==> src/rtl/mc_pkg.sv <==
// Shared types and encodings for the multicycle LEGv8 control unit.
package mc_pkg;

    // Sequencer states
    typedef enum logic [2:0] {
        RST_S  = 3'd0,
        FETCH  = 3'd1,
        DECODE = 3'd2,
        EXEC   = 3'd3,
        MEM    = 3'd4,
        WB     = 3'd5,
        FAULT  = 3'd6
    } state_e;

    // Instruction classes produced by the opcode decoder
    typedef enum logic [3:0] {
        R_ADD = 4'd0,
        R_SUB = 4'd1,
        R_AND = 4'd2,
        R_ORR = 4'd3,
        LDUR  = 4'd4,
        STUR  = 4'd5,
        CBZ   = 4'd6,
        B     = 4'd7,
        MOVZ  = 4'd8,
        ILL   = 4'd9
    } insn_class_e;

    // Full 11-bit opcodes
    localparam logic [10:0] OP_LDUR = 11'b11111000010;
    localparam logic [10:0] OP_STUR = 11'b11111000000;
    localparam logic [10:0] OP_ADD  = 11'b10001011000;
    localparam logic [10:0] OP_SUB  = 11'b11001011000;
    localparam logic [10:0] OP_AND  = 11'b10001010000;
    localparam logic [10:0] OP_ORR  = 11'b10101010000;

    // Prefix-matched opcodes (low bits belong to immediate fields)
    localparam logic [7:0] OP_CBZ_PFX  = 8'b10110100;
    localparam logic [5:0] OP_B_PFX    = 6'b000101;
    localparam logic [8:0] OP_MOVZ_PFX = 9'b110100101;

    // ALU operation select
    localparam logic [3:0] ALU_AND   = 4'b0000;
    localparam logic [3:0] ALU_ORR   = 4'b0001;
    localparam logic [3:0] ALU_ADD   = 4'b0010;
    localparam logic [3:0] ALU_SUB   = 4'b0110;
    localparam logic [3:0] ALU_PASSB = 4'b0111;

    // Immediate extension format select
    localparam logic [2:0] SIGN_I    = 3'b000;
    localparam logic [2:0] SIGN_D    = 3'b001;
    localparam logic [2:0] SIGN_B    = 3'b010;
    localparam logic [2:0] SIGN_CB   = 3'b011;
    localparam logic [2:0] SIGN_MOVZ = 3'b100;

    // ALU operation for the register-register classes
    function automatic logic [3:0] rtype_aluop(input insn_class_e c);
        logic [3:0] op;
        op = ALU_ADD;
        case (c)
            R_SUB:   op = ALU_SUB;
            R_AND:   op = ALU_AND;
            R_ORR:   op = ALU_ORR;
            default: op = ALU_ADD;
        endcase
        return op;
    endfunction

endpackage

==> src/rtl/mc_opdecode.sv <==
// Combinational opcode-to-class mapping; also used by the single-cycle
// control so both decoders can be cross-checked against each other.
module mc_opdecode
    import mc_pkg::*;
(
    input  logic [10:0]  i_opcode,
    output insn_class_e  o_class
);

    // Exact matches first, then prefix matches; anything else is illegal
    always_comb begin
        o_class = ILL;
        if (i_opcode == OP_LDUR)
            o_class = LDUR;
        else if (i_opcode == OP_STUR)
            o_class = STUR;
        else if (i_opcode == OP_ADD)
            o_class = R_ADD;
        else if (i_opcode == OP_SUB)
            o_class = R_SUB;
        else if (i_opcode == OP_AND)
            o_class = R_AND;
        else if (i_opcode == OP_ORR)
            o_class = R_ORR;
        else if (i_opcode[10:3] == OP_CBZ_PFX)
            o_class = CBZ;
        else if (i_opcode[10:5] == OP_B_PFX)
            o_class = B;
        else if (i_opcode[10:2] == OP_MOVZ_PFX)
            o_class = MOVZ;
    end

endmodule

==> src/rtl/multicycle_control.sv <==
// Multicycle LEGv8 control: sequences FETCH/DECODE/EXEC/MEM/WB, drives the
// datapath strobes, and bounds the wait on the shared memory handshake.
//
// state  | meaning
// RST_S  | idle after reset, all outputs low
// FETCH  | read instruction, load IR on mem_ready
// DECODE | latch class; illegal opcodes retire here
// EXEC   | ALU step; CBZ/B retire here
// MEM    | data access for LDUR/STUR; STUR retires here
// WB     | register write, retire
// FAULT  | memory timeout, sticky until reset
module multicycle_control
    import mc_pkg::*;
#(
    parameter int WAIT_LIMIT = 15,
    parameter int CNT_W      = 4
) (
    input  logic        CLK,
    input  logic        reset,
    input  logic [10:0] opcode,
    input  logic        zero,
    input  logic        mem_ready,
    output logic        mem_req,
    output logic        memread,
    output logic        memwrite,
    output logic        irwrite,
    output logic        regwrite,
    output logic        reg2loc,
    output logic        alusrc,
    output logic        mem2reg,
    output logic [3:0]  aluop,
    output logic [2:0]  signop,
    output logic        pcwrite,
    output logic        pcsrc,
    output logic        instr_done,
    output logic        illegal,
    output logic        fault
);

    state_e            r_state;
    insn_class_e       r_class;
    logic [CNT_W-1:0]  r_cnt;

    insn_class_e       w_class;
    logic              w_limit;
    logic [CNT_W-1:0]  w_cnt_next;

    mc_opdecode u_opdecode (
        .i_opcode (opcode),
        .o_class  (w_class)
    );

    // Wait counter saturates at the limit; the limit cycle itself triggers FAULT
    assign w_limit    = (r_cnt == CNT_W'(WAIT_LIMIT));
    assign w_cnt_next = w_limit ? r_cnt : r_cnt + CNT_W'(1);

    // State, latched class and wait counter; counter clears on every transition
    always_ff @(posedge CLK or posedge reset) begin
        if (reset) begin
            r_state <= RST_S;
            r_class <= R_ADD;
            r_cnt   <= '0;
        end else begin
            case (r_state)
                RST_S: begin
                    r_state <= FETCH;
                    r_cnt   <= '0;
                end
                FETCH: begin
                    if (mem_ready) begin
                        r_state <= DECODE;
                        r_cnt   <= '0;
                    end else if (w_limit) begin
                        r_state <= FAULT;
                        r_cnt   <= '0;
                    end else begin
                        r_cnt <= w_cnt_next;
                    end
                end
                DECODE: begin
                    r_class <= w_class;
                    r_cnt   <= '0;
                    r_state <= (w_class == ILL) ? FETCH : EXEC;
                end
                EXEC: begin
                    r_cnt <= '0;
                    case (r_class)
                        CBZ, B, ILL: r_state <= FETCH;
                        LDUR, STUR:  r_state <= MEM;
                        default:     r_state <= WB;
                    endcase
                end
                MEM: begin
                    if (mem_ready) begin
                        r_state <= (r_class == STUR) ? FETCH : WB;
                        r_cnt   <= '0;
                    end else if (w_limit) begin
                        r_state <= FAULT;
                        r_cnt   <= '0;
                    end else begin
                        r_cnt <= w_cnt_next;
                    end
                end
                WB: begin
                    r_state <= FETCH;
                    r_cnt   <= '0;
                end
                FAULT: begin
                    r_state <= FAULT;
                    r_cnt   <= '0;
                end
                default: begin
                    r_state <= RST_S;
                    r_cnt   <= '0;
                end
            endcase
        end
    end

    // Strobes decoded from state and class so reset silences them immediately
    always_comb begin
        mem_req    = 1'b0;
        memread    = 1'b0;
        memwrite   = 1'b0;
        irwrite    = 1'b0;
        regwrite   = 1'b0;
        reg2loc    = 1'b0;
        alusrc     = 1'b0;
        mem2reg    = 1'b0;
        aluop      = ALU_AND;
        signop     = SIGN_I;
        pcwrite    = 1'b0;
        pcsrc      = 1'b0;
        instr_done = 1'b0;
        illegal    = 1'b0;
        fault      = 1'b0;
        case (r_state)
            FETCH: begin
                mem_req = 1'b1;
                memread = 1'b1;
                irwrite = mem_ready;
            end
            DECODE: begin
                // Class is not latched yet, so use the live decode here
                reg2loc = (w_class == STUR) || (w_class == CBZ);
                if (w_class == ILL) begin
                    illegal    = 1'b1;
                    pcwrite    = 1'b1;
                    instr_done = 1'b1;
                end
            end
            EXEC: begin
                case (r_class)
                    R_ADD, R_SUB, R_AND, R_ORR: begin
                        aluop = rtype_aluop(r_class);
                    end
                    LDUR, STUR: begin
                        aluop  = ALU_ADD;
                        alusrc = 1'b1;
                        signop = SIGN_D;
                    end
                    MOVZ: begin
                        aluop  = ALU_PASSB;
                        alusrc = 1'b1;
                        signop = SIGN_MOVZ;
                    end
                    CBZ: begin
                        aluop      = ALU_PASSB;
                        reg2loc    = 1'b1;
                        signop     = SIGN_CB;
                        pcwrite    = 1'b1;
                        pcsrc      = zero;
                        instr_done = 1'b1;
                    end
                    B: begin
                        signop     = SIGN_B;
                        pcwrite    = 1'b1;
                        pcsrc      = 1'b1;
                        instr_done = 1'b1;
                    end
                    default: ;
                endcase
            end
            MEM: begin
                mem_req = 1'b1;
                if (r_class == LDUR)
                    memread = 1'b1;
                if (r_class == STUR) begin
                    memwrite   = 1'b1;
                    reg2loc    = 1'b1;
                    pcwrite    = mem_ready;
                    instr_done = mem_ready;
                end
            end
            WB: begin
                regwrite   = 1'b1;
                mem2reg    = (r_class == LDUR);
                pcwrite    = 1'b1;
                instr_done = 1'b1;
            end
            FAULT: begin
                fault = 1'b1;
            end
            default: ;
        endcase
    end

endmodule
==> config.mk <==
export PLATFORM = sky130hd
export DESIGN_NAME = multicycle_control
export DESIGN_NICKNAME = d
export VERILOG_FILES = /design/src/rtl/mc_pkg.sv /design/src/rtl/mc_opdecode.sv /design/src/rtl/multicycle_control.sv
export SDC_FILE = /design/constraint.sdc
export NUM_CORES = 1
export LEC_CHECK = 0
export CORE_UTILIZATION = 45
export DETAILED_ROUTE_END_ITERATION = 12
export PLACE_DENSITY = 0.87
export SLEW_MARGIN = 20
export SYNTH_ARGS = -nofsm -noshare
export SYNTH_HDL_FRONTEND = slang
export SYNTH_SLANG_ARGS = --single-unit
==> constraint.sdc <==
create_clock -name CLK -period 2.55 [get_ports CLK]
set_clock_uncertainty 0.05 [all_clocks]
set_input_delay 0.3825 -clock CLK [delete_from_list [all_inputs] [get_ports CLK]]
set_output_delay 0.3825 -clock CLK [all_outputs]
set_load 0.1 [all_outputs]
# Word-level counts from Yosys, hierarchy flattened
# Cells that the tools add are included.
[word_totals]
word_cells = 87
out_inout_bits = 20
reg_bits = 11
input_bits = 15
[classes]
n_reduce_logical = 11
muxes = 44
eq_ne = 28
addsub = 1
[op_table]
columns = ["op", "count"]
rows = [
  ["== test 11 bit, second input constant", 6],
  ["2-to-1 mux 4 bit", 11],
  ["== test 4 x 3 -> 1 bit, second input constant", 6],
  ["2-to-1 mux 3 bit", 6],
  ["one-hot mux 3 bit (3 select lines)", 2],
  ["one-hot mux 3 bit (6 select lines)", 1],
  ["2-to-1 mux 1 bit", 17],
  ["== test 4 bit, second input constant", 4],
  ["one-hot mux 3 bit (4 select lines)", 1],
  ["OR reduction 2 bit", 5],
  ["== test 3 bit, second input constant", 3],
  ["== test 9 bit, second input constant", 1],
  ["== test 4 x 2 -> 1 bit, second input constant", 2],
  ["== test 8 bit, second input constant", 1],
  ["== test 3 x 2 -> 1 bit, second input constant", 2],
  ["== test 6 x 3 -> 1 bit, second input constant", 1],
  ["one-hot mux 3 bit (2 select lines)", 1],
  ["OR reduction 3 bit", 2],
  ["adder 4 x 1 -> 4 bit, second input constant", 1],
  ["== test 4 x 1 -> 1 bit, second input constant", 1],
  ["zero test 4 bit", 1],
  ["one-hot mux 1 bit (2 select lines)", 2],
  ["one-hot mux 1 bit (4 select lines)", 1],
  ["OR reduction 4 bit", 1],
  ["other kinds (5)", 5],
]

# Longest topological paths before layout
# Gate-level depths: netlist of run 1.
[logic_depth]
ltp_word = 13
ltp_mapped = 6
mapped_depth_nobuf = 6

# Cells and area by module
# Synthesis of run 1 repeated with hierarchy kept, for this count alone.
[hier_totals]
hier_cells = 122
hier_area_um2 = 1113.6
[by_module_without_submodules]
columns = ["module", "area_per_inst_um2", "n_inst", "cells_each", "seq_area_each_um2"]
rows = [
  ["multicycle_control", 929.6, 1, 96, 275.3],
  ["mc_opdecode", 183.9, 1, 26, 0.0],
]

# Worst setup path after synthesis of run 1
# Ideal clock, no wire load.
[synth_path]
path_type = "register -> output"
start = "register r_state[0]"
end = "output mem2reg"
t_required_ps = 2118
arrival_ps = 4531
path_buffers = 0
path_stages_with_launch = 4
setup_slack_ps = -2414
cell_sequence = "dfrtp_1 nor2b_1 and2_1 nor4b_1"
[synth_via]
elab_chain_len = 2
[synth_lines]
columns = ["item", "line", "source"]
rows = [
  ["start: declaration", "multicycle_control.sv:40", "state_e r_state;"],
  ["start signal: assignment", "multicycle_control.sv:83", "r_state <= (w_class == ILL) ? FETCH : EXEC;"],
  ["start signal: assignment", "multicycle_control.sv:95", "r_state <= (r_class == STUR) ? FETCH : WB;"],
  ["== test 3 bit", "multicycle_control.sv:137", "case (r_state)"],
  ["2-to-1 mux 1 bit", "multicycle_control.sv:137", ""],
  ["end: declaration", "multicycle_control.sv:30", "output logic mem2reg,"],
]
# Every way passes these cells.

# Worst setup path in the final report of run 1
[layout_path]
start = "register r_class[3]"
end = "output reg2loc"
[layout_via]
elab_chain_len = 3
word_cells_on_any_way = 5
cone_classes = "2 x eq/ne; 3 x mux"
[layout_lines]
columns = ["item", "line", "source"]
rows = [
  ["start: declaration", "multicycle_control.sv:41", "insn_class_e r_class;"],
  ["start signal: assignment", "multicycle_control.sv:81", "r_class <= w_class;"],
  ["== test 4 x 3 -> 1 bit (on tied branches)", "multicycle_control.sv:188, multicycle_control.sv:153", ""],
  ["2-to-1 mux 1 bit (on tied branches)", "multicycle_control.sv:188, multicycle_control.sv:153", ""],
  ["one-hot mux 1 bit (3 select lines) (*)", "multicycle_control.sv:137", ""],
  ["end: declaration", "multicycle_control.sv:28", "output logic reg2loc,"],
]
# Every way passes the cells marked *; elsewhere a longest branch is shown, timed or not.

==> results, run 1 <==
- The type of element capturing the critical path is an output pin.
- Detailed routing inserted a total of roughly 1500 vias.
- Once routing completed, OpenROAD measured the worst setup slack at -0.0435 ns.
- The global route total overflow is 0.
- The core footprint is ~2300 sq um.
- Measured along the y axis, the die boundary spans just over 50 microns.
- The worst path in the final design needs a cycle of 2.59 ns, including I/O delays and setup.
- The max-slew violation count is 0.
- The total of fill cells in the finished design is between 100 and 150.
- The placed wire-length estimate is between 2000 and 3000 microns.
- Counting flops and latches in the post-synthesis netlist gives 11.
- The area overhead of the layout relative to synthesis is 85.4%.
- The number of synthesized flops with an enable pin is 0.
- The commonest non-fill, non-tap cell in the layout is buf_4.
- For this run, design rule violations remaining after detail routing come to 0.
- The area of the multi-input gates is slightly below 1000 sq um.
- The final-report hold violation count is 0.
- The number of cells on the worst reg-to-reg path is 7.
- Once the floorplan was initialized, standard cells occupied between 40% and 50% of the core.
- In this run the number of cells on the critical path is 6.
- The top fanout value on the critical path is 10.
- The number of design-rule violations left by the first detailed-router iteration is 49.
- The total power density per cell area is just under 1000 nW/um^2.
- Setup violations remaining at the end of the flow were counted as 1.
- At the later pin of the worst-skew pair, clock insertion delay measures 0.29 ns.
- The startpoint-to-endpoint class of the critical path is flip-flop to output pin.
- The cell row count is 17.
- Counting every net in the synthesized netlist gives between 150 and 200.
- For this design the top-level I/O count stands at 35.
- The mean routed wirelength per cell is around 21 microns.
- The launching element type of the critical path is a flip-flop.
- The layout cell share with drive strength beyond 1 is a little under three fifths.
- The final net count is 215.
- The via count of the first global-routing pass was between 1000 and 1500.
- For this run, the detailed router's first-pass iteration total came to 4.
- The kind of cell adding the most delay to the critical path is compound AO/OA/AOI/OAI gates.
- The count of nets left with antenna violations once routing finished came out at 0.
- Across the run, the number of max-cap violations was 0.
- The post-CTS clock slew at the launch and capture registers of the worst setup and hold paths is ~0.08 ns.
- The signal on the critical path passes through buf_4 > nor2b_1 > o21ai_2 > nor2b_2 > a311oi_2 > buf_12.
- The slowest cell on the critical path is dfrtp_1.
- During synthesis, Yosys emitted a total of 0 warnings.
- Buffers inserted to repair hold after CTS numbered 0.
- On the worst path, the slowest cell contributes a delay of around 0.4 ns.
- The fraction of the yosys area taken by sequential cells is between 20% and 30%.
- The clock sink total is 11.
- The deepest level of the CTS H-tree is 1.
- At the placement stage, the worst setup path has a slack of -0.465 ns.
- The netlist area before placement is roughly 1100 sq um.
- The number of standard cells after synthesis is around 140.
- The leakage power summed over all cells is approximately 0.9 nW.
- The overall track demand over capacity in global routing is between 30% and 40%.
- Entering global routing, the biggest net connects 12 pins.
- The TritonCTS clock tree is built.
- The horizontal die dimension is roughly 51 microns.
- The floorplan step defined a die boundary enclosing between 2000 and 3000 sq um.
- The clock root buffer is clkbuf_4.
- The first-pass GRT wire length is ~6300 microns.
- The repair_antennas step left the layout with diodes totalling 0.
- The maximum achievable frequency is 0.386 GHz.
- In the post-synthesis netlist, the biggest area contributors are dfrtp_1 25%, nor2_1 6.6%, a21oi_1 4.6%.
- The required time at the worst-slack endpoint is about 2.1 ns.
- The run finished, with violations left.
- The commonest register cell after synthesis is dfrtp_1.
- In this run the worst hold path is classified as input port to async pin.
- The number of antenna violations at the first check in global routing is 0.
- The post-route core utilization is 89.4%.
- The checks that failed: setup timing.
- The average instance in the mapped netlist occupies 7.88 sq um.
- The final estimated routing congestion in global placement is approximately 0.87.
- Counting distinct cell types in the post-synthesis netlist gives slightly above 50.
- The proportion of synthesized flip-flops having asynchronous set or reset is 100%.
- The register cell area after layout is 280 sq um.
- Using the TritonRoute via totals, the vias-per-cell ratio works out to between 6 and 7.
- The final critical path takes up 102% of the cycle.
- In the layout the commonest cells are 34 x buf_4, 17 x buf_12, 14 x nor2_1.
- Of all cell types, the one taking the most synthesized area is dfrtp_1.
- The data arrival time of the critical path is ~2.2 ns.
- The maximum root-to-sink buffer count is 2.
- The wire length reported by the detailed router is 4730 microns.
- The proportion of netlist area held by the largest area contributor is between 20% and 30%.
- The number of clock buffers inserted by TritonCTS is 3.
- Buffers placed on the I/O ports in this run total 33.
- Together, buffers and inverters on the worst path number 2.
- IR analysis of the VDD net gives a maximum drop of around 0.93 mV.
per-layer routing:
metal | GRT usage [%] | vias to the layer above | wire (microns)
met5 | 0 | - | 0
li1 | - | 628 | -
met2 | 61.0 | 94 | 2470
met1 | 36.1 | 718 | 1750
met3 | 3.87 | 25 | 293
met4 | 18.1 | 0 | 216
cell families (layout without fill, tap and decap cells):
family                     after synthesis  count (layout)  synth area share, %
and+or+nand+nor                         79              79                 44.4
AOI/OAI and AO/OA                       32              32                 21.7
DFF                                     11              11                 25.3
buffers and inverters                   11              71                 4.60
xor gates and xnor gates                 3               3                 2.42
adders and majority gates                1               1                 1.15
other                                    1               1                0.345
cell usage after synthesis, types with 4 or more instances:
master,count
nor2b_1,5
nand3b_1,4
nor3_1,4
nand2_1,9
clkbuf_1,5
dfrtp_1,11
nor2_1,19
and2_1,4
a21oi_1,10
nand2b_1,4
power breakdown:
| part | internal [mW] | leakage, nW | switching [mW] |
|---|---|---|---|
| combinational | 0.542 | 0.720 | 0.986 |
| sequential | 0.233 | 0.137 | 0.104 |
| clock | 0.0584 | 0.0177 | 0.0722 |
repair_timing:
action	4_1_cts	5_1_grt
gates cloned	0	0
setup endpoints to repair	4	5
hold endpoints to repair	0	0
gates resized for setup	34	40
pin swaps	13	20
buffers inserted	4	5
flip-flops by register name (all words and copies together) (netlist names):
register	flops
r_cnt	4
r_state	3
r_class	4
final timing paths:
check | start | slack (ns) | end
max in group asynchronous | reset | 1.73 | r_class[2]
min in group CLK | r_cnt[0] | 0.46 | r_cnt[0]
worst min-delay path | reset | 0.38 | r_cnt[1]
worst max register to register | r_state[1] | 0.87 | r_class[2]
worst max-delay path | r_class[3] | -0.04 | reg2loc
worst min register to register | r_cnt[0] | 0.46 | r_cnt[0]
area by class of cell:
type | instances | share of cell area (%)
timing repair buffer | 64 | 33.8
sequential | 11 | 13.9
inverter | 3 | 0.559
tap | 28 | 1.74
multi-input combinational | 116 | 48.6
clock buffer | 3 | 1.12
clock inverter | 1 | 0.248
through the flow:
step / cell area (sq um) / cells / setup TNS [ns] / total power, mW / hold WS (ns)
finish: 2020 / 226 / -0.0435 / 2.00 / 0.378
global route: 2020 / 226 / -0.164 / 2.08 / 0.376
CTS: 1940 / 221 / 0 / 1.87 / 0.348
detailed placement: 1820 / 213 / -1.58 / 1.72 / 0.416
global placement: 1820 / 213 / -1.03 / 1.67 / 0.392
floorplan: 1160 / 138 / -3.85 / 1.28 / 0.185
Power figures use the tool's default switching activity.
==> inputs of run 2 (changes only) <==
- PLACE_DENSITY: 0.87 -> 0.89
==> results, run 2 (synthesized netlist as in run 1, its figures left out) <==
- The clock latency of the later-clocked register in the worst-skew pair is around 0.28 ns.
- In this run the worst path has a maximum fanout of 7.
- The critical path goes through nand2b_4 > nor4b_2 > o21ai_2 > nor2b_2 > a311oi_4 > buf_12.
- Routability-driven placement finished with a final weighted congestion of 0.824.
- The number of antenna diodes in the final layout is 0.
- The data arrival time of the critical path is 2.22 ns.
- In the final layout, the registers with the most flip-flops are r_class x4, r_cnt x4, r_state x3.
- The number of buffers added to fix hold violations after cts is 0.
- After detailed routing, the total wire length is 5600 microns.
- The total power density per cell area is between 1000 and 1500 nW/um^2.
- The checks that failed: setup timing.
- The starting density of the core is between 40% and 50%.
- The total placed instance area is about 1800 sq um.
- The number of antenna violations at the first check in global routing is 0.
- Global routing used roughly two fifths of the available tracks.
- The routed design could run at a clock period as short as ~2.6 ns.
- The die covers roughly 2600 sq um.
- The leakage power summed over all cells is roughly 0.94 nW.
- The completed layout was analyzed and its total power is about 2.1 mW.
- The iteration count of the initial detailed-routing pass is 7.
- The core region is 2250 sq um.
- Timing would allow up to 0.378 GHz.
- The top cell types in the final layout, fill and taps aside, are 39 x buf_4, 18 x buf_12, 14 x nor2_1.
- The buffer and inverter count on the worst path is 1.
- The actual slew at the worst max-slew pin is 0.497 ns.
- The number of antenna-violating nets in the routed design is 0.
- The post-detailed-route via-to-cell ratio is between 6 and 7.
- The clock net in this run drives a total of 11 sinks.
- For flop-to-flop paths, the worst setup slack is approximately 0.9 ns.
- During I/O placement, the number of pins put on the boundary was 35.
- In this run the most used layer during global routing was met2.
- The met3 track demand over resource in global routing is 5.65%.
- The deepest level of the CTS H-tree is 1.
- The run finished, with violations left.
- For this block, the initial DRC count from the detailed router was between 100 and 150.
- Global routing finished with a remaining overflow of 0.
- After filler insertion, the fill cell instance count of the layout stands at 70.
- The maximum root-to-sink buffer count is 2.
- The total vias in the final route is about 1600.
- The largest single stage delay on the critical path is approximately 0.47 ns.
- The routing usage on met1 is 46.4%.
- The kind of cell adding the most delay to the critical path is simple AND/OR/NAND/NOR gates.
- Hold timing on the final database bottoms out at a slack of 0.365 ns.
- From bottom edge to top edge, the die measures approximately 51 microns.
- Once routing completed, OpenROAD measured the worst setup slack at -0.0983 ns.
- STA classifies the critical path endpoint as an output pin.
- The first-pass GRT wire length is 7800 microns.
- The required time at the worst-slack endpoint is between 2 and 2.5 ns.
- For this run, the post-layout net count is about 220.
- The min-delay analysis places its worst path in the category input port to async pin.
- The number of design rule violations left after detail routing is 0.
- Summing all non-filler instances in the final layout gives an area of 2120 sq um.
- The startpoint-to-endpoint class of the critical path is flip-flop to output pin.
- The layout cell share with drive strength beyond 1 is a little under three fifths.
- The via count of the first global-routing pass is about 1600.
- The count of final setup violators is 1.
- The final clock period utilization by the worst path is 104%.
- The final-report hold violation count is 0.
- The number of maximum-capacitance violations is 0.
- Buffers inserted during clock tree synthesis total 3.
- The TritonCTS clock tree is built.
- The clock root buffer is clkbuf_4.
- During placement, the flow inserted port buffers numbering 33.
- The worst setup path is launched from a flip-flop.
- From synthesis to final layout, the design area changed by 94.7%.
- The max-slew violation count is 0.
- The slowest cell on the critical path is dfrtp_2.
- The largest net degree at the start of global routing is 13.
- The post-CTS clock slew at the launch and capture registers of the worst setup and hold paths is around 0.090 ns.
- Summed over all nets, the half-perimeter wirelength after detailed placement is ~2800 microns.
- Dividing the detail-routed wire length by the instance count gives roughly 24 microns.
- The initialized floorplan defines 17 standard-cell rows.
- The horizontal die dimension is roughly 50 microns.
- In this run the tightest slew margin relative to its limit is approximately 67%.
- Across the VDD grid, the largest voltage drop is about 0.9 mV.
- The global routing met2 resource utilization is around three quarters.
- The library cell used most frequently in the layout, excluding fill and tap cells, is buf_4.
==> run 2: changes by cell type in the layout (fill, tap and decap cells not counted), moves of 2 or more <==
cell      previous run  this run
buf_4               34        39
buf_2                1         4
clkbuf_2             8         6
nor2b_2              3         1
==> run 2: what timing repair did <==
item                                    CTS  global route
endpoints found under the setup margin    4             6
setup buffers                             6            10
gates resized for setup                  39            35
pin swaps                                11            17
==> run 2: metrics by stage <==
stage	setup WS (ns)	setup TNS (ns)	cells	utilization, %
detailed placement	-0.359	-1.30	214	80.9
floorplan	-1.10	-3.85	138	-
global placement	-0.319	-1.16	214	80.9
global route	-0.289	-0.365	234	93.9
CTS	0.000651	0	224	89.3
finish	-0.0983	-0.0983	234	93.9
==> run 2: routing by layer <==
layer	share of wire, %	vias up
met3	8.1	49
met5	0	-
met2	50	143
li1	-	650
met1	35	753
met4	7.1	0
==> run 2: area by class of cell <==
class	count	area [sq um]	area share [%]
clock buffers	3	22.5	1.06
well taps	28	35.0	1.65
repair buffers	72	754	35.6
flip-flops and latches	11	282	13.3
inverters	3	11.3	0.532
clock inverters	1	5.00	0.236
multi-input cells	116	1010	47.6
==> run 2: where the power goes <==
part	leakage (nW)	switching (mW)	internal (mW)
registers	0.136	0.116	0.235
clock network	0.0177	0.0743	0.0582
logic	0.788	1.05	0.582
total	0.941	1.24	0.875
==> run 2: final timing paths <==
check                            from    endpoint  cells after the start
max in group asynchronous       reset  r_class[2]                      2
hold / removal                  reset    r_cnt[3]                      2
hold reg to reg              r_cnt[0]    r_cnt[0]                      1
setup / recovery           r_state[0]     reg2loc                      6
setup reg to reg             r_cnt[0]  r_state[0]                      5
min in group CLK             r_cnt[0]    r_cnt[0]                      1
==> run 2: worst reg2reg max path, cell delays in order (launching register included) <==
cell and delay (ns):
dfrtp_1 0.40, ha_1 0.23, nand3_1 0.18, a21oi_1 0.28
a211oi_1 0.12, or2_2 0.28
==> inputs of run 3 (changes only) <==
- CTS_CLUSTER_DIAMETER: unset -> 60
==> results of run 3 <==
Final layout, timing and power as in run 2 (identical DEF).
